$ cat src/rtl/ins_mem_ctrl.sv
// Instruction fetch responder with a direct-mapped, one-word-per-line cache.
// Misses read four bytes serially through the RAM arbiter.
module ins_mem_ctrl #(
    parameter int ICACHE_LINES = 16
) (
    input  logic        clk,
    input  logic        rst,
    input  logic        rdy,
    input  logic        nd_ins,
    input  logic [31:0] pc_fetch,
    input  logic        jal_reset,
    output logic        flg_get,
    output logic [31:0] ins_in,
    output logic        mem_rd,
    output logic [31:0] mem_a,
    input  logic        bus_gnt,
    input  logic [7:0]  mem_din
);
    localparam int IDX   = $clog2(ICACHE_LINES);
    localparam int TAG_W = 30 - IDX;

    typedef enum logic [1:0] {S_IDLE, S_FETCH, S_RESP} state_t;

    state_t                  state_q, state_d;
    logic [31:0]             addr_q, addr_d;
    logic [2:0]              issue_q, issue_d;
    logic [1:0]              recv_q, recv_d;
    logic                    pend_q, pend_d;
    logic [23:0]             buf_q, buf_d;
    logic [31:0]             ins_q, ins_d;
    logic [ICACHE_LINES-1:0] valid_q;
    logic [TAG_W-1:0]        tag_q  [ICACHE_LINES];
    logic [31:0]             data_q [ICACHE_LINES];

    logic                    fill_en;
    logic [IDX-1:0]          fill_idx;
    logic [IDX-1:0]          lk_idx;
    logic                    lk_hit;

    assign lk_idx   = pc_fetch[IDX+1:2];
    assign lk_hit   = valid_q[lk_idx] && (tag_q[lk_idx] == pc_fetch[31:IDX+2]);
    assign fill_idx = addr_q[IDX+1:2];
    assign mem_a    = addr_q + {29'd0, issue_q};
    assign ins_in   = ins_q;
    // Read requests stay up during an abort cycle; a byte granted then is dropped.
    assign mem_rd   = rdy && (state_q == S_FETCH) && !issue_q[2];

    always_comb begin
        state_d = state_q;
        addr_d  = addr_q;
        issue_d = issue_q;
        recv_d  = recv_q;
        pend_d  = pend_q;
        buf_d   = buf_q;
        ins_d   = ins_q;
        fill_en = 1'b0;
        flg_get = 1'b0;
        if (rdy) begin
            if (jal_reset) begin
                state_d = S_IDLE;
                issue_d = 3'd0;
                recv_d  = 2'd0;
                pend_d  = 1'b0;
            end else begin
                case (state_q)
                    S_IDLE: begin
                        if (nd_ins) begin
                            if (lk_hit) begin
                                ins_d   = data_q[lk_idx];
                                state_d = S_RESP;
                            end else begin
                                addr_d  = pc_fetch;
                                issue_d = 3'd0;
                                recv_d  = 2'd0;
                                pend_d  = 1'b0;
                                state_d = S_FETCH;
                            end
                        end
                    end
                    S_FETCH: begin
                        pend_d = bus_gnt && mem_rd;
                        if (bus_gnt && mem_rd) begin
                            issue_d = issue_q + 3'd1;
                        end
                        // Byte for last cycle's grant is on mem_din now.
                        if (pend_q) begin
                            recv_d = recv_q + 2'd1;
                            case (recv_q)
                                2'd0: buf_d[7:0]   = mem_din;
                                2'd1: buf_d[15:8]  = mem_din;
                                2'd2: buf_d[23:16] = mem_din;
                                default: begin
                                    ins_d   = {mem_din, buf_q};
                                    fill_en = 1'b1;
                                    state_d = S_RESP;
                                end
                            endcase
                        end
                    end
                    S_RESP: begin
                        flg_get = 1'b1;
                        state_d = S_IDLE;
                    end
                    default: state_d = S_IDLE;
                endcase
            end
        end
    end

    always_ff @(posedge clk or posedge rst) begin
        if (rst) begin
            state_q <= S_IDLE;
            addr_q  <= 32'd0;
            issue_q <= 3'd0;
            recv_q  <= 2'd0;
            pend_q  <= 1'b0;
            ins_q   <= 32'd0;
            valid_q <= '0;
        end else begin
            state_q <= state_d;
            addr_q  <= addr_d;
            issue_q <= issue_d;
            recv_q  <= recv_d;
            pend_q  <= pend_d;
            ins_q   <= ins_d;
            if (fill_en) begin
                valid_q[fill_idx] <= 1'b1;
            end
        end
    end

    // Line contents and the assembly buffer carry no reset; valid bits guard them.
    always_ff @(posedge clk) begin
        buf_q <= buf_d;
        if (fill_en) begin
            tag_q[fill_idx]  <= addr_q[31:IDX+2];
            data_q[fill_idx] <= ins_d;
        end
    end

endmodule

$ cat config.mk
export PLATFORM = sky130hd
export DESIGN_NAME = ins_mem_ctrl
export DESIGN_NICKNAME = d
export VERILOG_FILES = /design/src/rtl/ins_mem_ctrl.sv
export SDC_FILE = /design/constraint.sdc
export NUM_CORES = 1
export LEC_CHECK = 0
export BUFFER_PORTS_ARGS = -buffer_cell sky130_fd_sc_hd__buf_2
export CORE_UTILIZATION = 55
export CTS_CLUSTER_SIZE = 25
export DETAILED_ROUTE_END_ITERATION = 6
export GPL_TIMING_DRIVEN = 0
export MAX_ROUTING_LAYER = met4
export PLACE_DENSITY = 0.81
export SLEW_MARGIN = 10
export SYNTH_ARGS = -nofsm -noshare
export SYNTH_HDL_FRONTEND = slang
export SYNTH_SLANG_ARGS = --single-unit
$ cat constraint.sdc
create_clock -name clk -period 14.6 [get_ports clk]
set_input_delay 2.19 -clock clk [delete_from_list [all_inputs] [get_ports clk]]
set_output_delay 2.19 -clock clk [all_outputs]
set_load 0.1 [all_outputs]
Yosys cells after proc, flatten, opt, wreduce, memory -nomap -nowiden
Memories as Yosys holds them, arrays and structs flattened.
Cells that the tools add are included.
- flip-flop bits (word level): 112
- memory bits (writable): 928
- bits of input ports: 46
- output and inout port bits: 66
- logic and storage cells: 90
- memories kept: 2
- memories (memory ; words ; width ; read ports ; clocked after memory_dff ; wr ports ; line ; RTL):
    data_q ; 16 ; 32 ; 1 ; 0 ; 1 ; 33 ; logic [31:0] data_q [ICACHE_LINES];
    tag_q ; 16 ; 26 ; 1 ; 0 ; 1 ; 32 ; logic [TAG_W-1:0] tag_q [ICACHE_LINES];
- add/subtract/negate cells: 3
- $lt $le $gt $ge: 3
- equal/unequal tests: 10
- mux-type cells: 41
- bitwise gates (word level): 3
- reductions and logical operators: 18
- operator list (cell ; count):
    2-to-1 mux 32 bit ; 6
    one-hot mux 32 bit (2 select lines) ; 1
    adder 32 x 3 -> 32 bit ; 1
    AND reduction 5 bit ; 6
    equality test 26 bit ; 1
    2-to-1 mux 2 bit ; 9
    bitwise OR 16 bit ; 1
    2-to-1 mux 1 bit ; 15
    2-to-1 mux 3 bit ; 4
    != test 3 bit, second input constant ; 4
    less-than comparator 4 x 5 -> 1 bit, second input constant ; 2
    one-hot mux 2 bit (2 select lines) ; 2
    AND reduction 4 bit ; 2
    one-hot mux 3 bit (2 select lines) ; 1
    logical AND 1 bit ; 5
    binary-select mux 1 bit (select 4 bit) ; 1
    demux 1 bit (select 4 bit) ; 1
    equality test 2 x 1 -> 1 bit, second input constant ; 2
    equality test 2 bit, second input constant ; 2
    greater-or-equal comparator 4 x 1 -> 1 bit, second input constant ; 1
    zero test 2 bit ; 2
    adder 3 x 1 -> 3 bit, second input constant ; 1
    != test 3 x 2 -> 1 bit, second input constant ; 1
    nonzero test 3 bit ; 1
    5 further kinds ; 6

Longest topological paths before layout
- word-level depth: 9
- mapped depth: 13
- mapped depth without buffers: 10

Worst setup path after synthesis
Ideal clock, no wire load.
- kind: input-to-reg
- start point: input port jal_reset
- end point: register valid_q[12]
- library setup time: 0.089 ns
- arrival: 7.712 ns
- data required time: 14.511 ns
- slack: 6.799 ns
- stages: 8
- buffers on the path: 1
- cell sequence: nor2_1 -> nand2_1 -> nor2_1 -> and2_1 -> clkbuf_1 -> nand3_1 -> nor3_1 -> or2_2
- longest elaborated chain between the ends: 2
- ends and longest elaborated chain (what ; line ; RTL):
    start, declared ; 11 ; input logic jal_reset,
    2-to-1 mux 1 bit ; 59 ; if (jal_reset) begin
    2-to-1 mux 1 bit ; 58 ; if (rdy) begin
    end signal, assigned ; 118 ; valid_q <= '0;
    end signal, assigned by index ; 127 ; valid_q[fill_idx] <= 1'b1;
    end, declared ; 31 ; logic [ICACHE_LINES-1:0] valid_q;
Every way passes these cells.
A chain may end at the register's enable or synchronous reset.

Final worst setup path
- start point: input port pc_fetch[5]
- end point: memory data_q[2][11] (data pin)
- longest elaborated chain between the ends: 8
- elaborated cells between the ends (all ways): 11
- those cells by class: 1 x eq/ne; 7 x mux; 1 x reduce/logical; 2 x memory
- ends and longest elaborated chain (what ; line ; RTL):
    start, declared ; 10 ; input logic [31:0] pc_fetch,
    memory (16 x 26 bit) or binary-select mux 1 bit (select 4 bit) (tied branches) ; -- ;
    equality test 26 bit or 2-to-1 mux 1 bit (tied branches) ; 41 ; assign lk_hit = valid_q[lk_idx] && (tag_q[lk_idx] == pc_fetch[31:IDX+2]);
    logical AND 1 bit ; 41 ;
    2-to-1 mux 32 bit * ; 68 ; if (lk_hit) begin
    2-to-1 mux 32 bit * ; 67 ; if (nd_ins) begin
    one-hot mux 32 bit (2 select lines) * ; 65 ; case (state_q)
    2-to-1 mux 32 bit * ; 59 ;
    2-to-1 mux 32 bit * ; 58 ;
    named net ins_d[11] ; 30 ; logic [31:0] ins_q, ins_d;
    end, declared ; 33 ;
The timed path passes the listed nets; every way through them passes the cells marked *. The select of a mux whose other input is x is not followed.

==> summary.md <==
| Metric | Value |
|---|---|
| Transition time at the pin with the least slew margin | 1400 ps |
| Worst setup startpoint | pc_fetch[5] |
| Average footprint of a synthesized cell | 21.2 µm² |
| Antenna violations before repair | 4 |
| Number of library cell types mapped by synthesis | 59 |
| Sink Count | 1040 |
| Largest area contributor in the netlist | edfxtp_1 |
| Post-route setup slack | 6880 ps |
| Later-pin clock latency in the skew report | 670 ps |
| Post-CTS clock slew at the launch and capture registers of the worst setup and hold paths | 60 ps |
| Number of design-rule violations left by the first detailed-router iteration | 3321 |
| Highest Signal Layer | met4 |
| Weighted congestion reported at the end of routability-driven placement | 0.860 |
| Startpoint of the most critical hold path | valid_q[7] |
| Congestion Overflow GR | 0 |
| Initial standard-cell utilization of the core | 0.558 |
| Startpoint of the worst-slack reg-to-reg timing path | tag_q[7][17] |
| Area of the mapped netlist | 0.0409 mm² |
| Most common cell on crit path | clkbuf_1 |
| Critical Path AT | 7990 ps |
| Headroom to the max-slew limit | 0.0657 |
| Met1 layer wirelength in the final routing | 37700 µm |
| IO Count | 112 |
| Run status | complete, but fails checks |
| Achievable Freq | 0.129 GHz |
| Shortest period the worst path allows | 7720 ps |
| CTS buffer count | 94 |
| I/O Buffers | 107 |
| Maximum clock path buffer count | 3 |
| Worst setup EP type | register |
| Average detailed-routed wire length per instance | 33.7 µm |
| Number of global-route vias before repair | 22.6k |
| Most instantiated library cell after synthesis | edfxtp_1 |
| Portion of synthesized cell area occupied by the leading cell type | 0.699 |
| Growth of design area from synthesis to finish | 15.6% |
| Setup CP Type | primary input to register |
| Number of maximum-capacitance constraint violations | 0 |
| Worst path buffer plus inverter count | 4 |
| Failing checks | DRC |
| Count of unresolved DRC violations after routing | 11 |
| Number of nets in the layout | 2266 |
| Height of the chip | 275 µm |
| Leakage power summed over all cells | 17.2 nW |
| Fraction of the yosys area taken by sequential cells | 0.753 |
| DP HPWL | 67800 µm |
| Proportion of register bits with asynchronous set or reset after synthesis | 0.0846 |
| Fraction of the cycle the final worst path needs | 0.529 |
| All-Layer GR Usage | 0.305 |
| Setup fix buffers added after clock tree synthesis | 0 |
| Final Hold Fails | 0 |
| Length of routed met3 wiring | 13100 µm |
| Top delay family on crit path | buffers and inverters |
| Post-DRT Antenna Nets | 0 |
| Clock tree root driver cell | clkbuf_16 |
| Setup violators final | 0 |
| Power Dens Cells | 139 mW/mm² |
| Layout cells sized above 1 | 0.315 |
| Placement Rows | 99 |
| Worst min-delay path class | register to register |
| Number of warnings issued by yosys | 0 |
| Setup repair after global routing missed its margin | no |
| Largest net degree at the start of global routing | 47 |
| Count of instances resized after the clock tree is built | 0 |
| Pins Over Slew Limit | 0 |
| Worst path required time | 14870 ps |
| Post-detailed-route via-to-cell ratio | 6.74 |
| Horizontal extent of the die | 275 µm |
| Area contributors post-synth | edfxtp_1 70%, mux4_2 14%, dfrtp_1 5.4% |
| Final clock skew | 38.5 ps |
| Core Area | 0.0733 mm² |
| Aggregate negative setup slack | 0 ps |
| Most common flop cell mapped by yosys | edfxtp_1 |
| IR drop worst, VDD | 0.000184 V |
| Summed area of non-filler cells in the final layout | 0.0473 mm² |
| First-pass GRT wire length | 155000 µm |
| Worst setup SP type | primary input |
| Worst setup timing slack at the placement stage | 6510 ps |
| Max incr delay on CP | 1200 ps |
| Critical Path, Cell by Cell | buf_2 -> buf_1 -> clkbuf_1 -> nand2_1 -> o22ai_1 -> a21oi_1 -> xnor2_1 -> nand4_1 -> nor4_1 -> nand3_1 -> clkbuf_1 -> o221ai_1 |
| Max H-tree Level | 3 |
| Overall via count from detail_route | 21.9k |
| Synthesized netlist net count | 1987 |
| Number of flops mapped to enable cells by yosys | 952 |
| CTS tree | yes |
| Cells after Synth | 1932 |
| Most frequent cells after synthesis | 952 x edfxtp_1, 255 x mux4_2, 88 x dfrtp_1 |
| Total Wirelength | 110000 µm |
| Critical Path Fanout Max | 17 |
| Area of the die | 0.0755 mm² |
| Post-placement cell area | 0.0440 mm² |
| Post-CTS Hold Fix Bufs | 0 |
| Met2 WL post-DR | 53900 µm |
| Number of synthesized register bits | 1040 |
| Crit path max-delay cell type | o221ai_1 |
| Iteration count of the initial detailed-routing pass | 7 |
==> worst register-to-register path, delay by kind of cell (launching register included) <==
kind / cells / cell delay [ps]
AO/OA/AOI/OAI: 1 / 1200
XOR/XNOR: 1 / 370
buffers and inverters: 1 / 460
flip-flops: 1 / 400
multiplexers: 2 / 1000
AND/OR/NAND/NOR: 3 / 1520
==> metrics by stage <==
step | total power [W] | instances | hold slack, ps | utilization
finish | 0.00656 | 3252 | 466 | 0.645
global route | 0.00670 | 3252 | 485 | 0.645
CTS | 0.00656 | 3248 | 465 | 0.644
detailed placement | 0.00405 | 3072 | 449 | 0.600
global placement | 0.00401 | 2998 | 445 | 0.581
floorplan | 0.00387 | 1932 | 434 | -
==> flip-flops by register name (all words and copies together) (netlist names) <==
name and count:
data_q 512, valid_q 16, buf_q 24, tag_q 416, addr_q 32, issue_q 3
state_q 2, ins_in 32, pend_q 1, recv_q 2
==> area by class of cell <==
type                       instances  area [µm²]
antenna                            2        5.00
clock buffer                     139        2810
timing repair buffer             183        1800
sequential                      1040       30800
tap                              959        1200
inverter                          80         305
clock inverter                    37         412
multi-input combinational        721        9510
buffer                            91         463
fill                            4569       26000
==> cells by family after synthesis <==
| logic type | after synthesis | share of synthesized area |
|---|---|---|
| mux | 360 | 0.170 |
| flops | 1040 | 0.753 |
| simple gates | 191 | 0.0233 |
| buf+inv | 171 | 0.0187 |
| xor+xnor | 60 | 0.0128 |
| fa+ha+maj | 9 | 0.00294 |
| compound gates | 101 | 0.0197 |
==> worst paths after layout <==
path	to	slack, ps	depth (start not counted)
worst max-delay path	data_q[2][11]	6880	12
worst min register to register	valid_q[7]	470	1
worst max register to register	data_q[2][11]	9270	8
worst min-delay path	valid_q[7]	470	1
min in group asynchronous	valid_q[13]	1580	2
max in group asynchronous	ins_in[26]	12310	3
==> power by group <==
group	switching (W)	internal (W)	leakage (nW)
combinational	0.000387	0.000147	4.62
sequential	0.000129	0.00334	11.0
clock	0.00109	0.00148	1.58
total	0.00160	0.00496	17.2
==> routing by layer <==
| metal | vias to the layer above | track usage |
|---|---|---|
| li1 | 8479 | - |
| met4 | 0 | 0.124 |
| met3 | 373 | 0.0672 |
| met2 | 1793 | 0.488 |
| met1 | 11282 | 0.379 |
| met5 | - | - |
==> cell usage in the layout, fill, tap and decap left out, types with 5 or more instances in the layout <==
cell / instances
a21oi_1: 6
buf_16: 18
xnor2_1: 51
buf_4: 32
o221ai_2: 8
a221oi_1: 5
and2_1: 6
clkbuf_16: 98
clkinv_2: 11
nor3_1: 5
nor2_4: 12
a22o_1: 5
nand4_1: 12
mux2i_1: 65
inv_1: 77
clkbuf_1: 61
o22ai_1: 5
nand3_1: 19
clkbuf_8: 20
edfxtp_1: 952
buf_6: 19
dfrtp_1: 88
nand2_1: 56
o21ai_0: 5
a22oi_1: 6
o221ai_1: 29
xor2_1: 9
buf_2: 138
or2_2: 18
ha_1: 8
bufinv_16: 8
clkinv_1: 9
nand2b_1: 9
mux4_2: 255
mux2_4: 28
buf_12: 21
mux2_2: 12
nor2_1: 28
(Power assumes the default switching activity.)
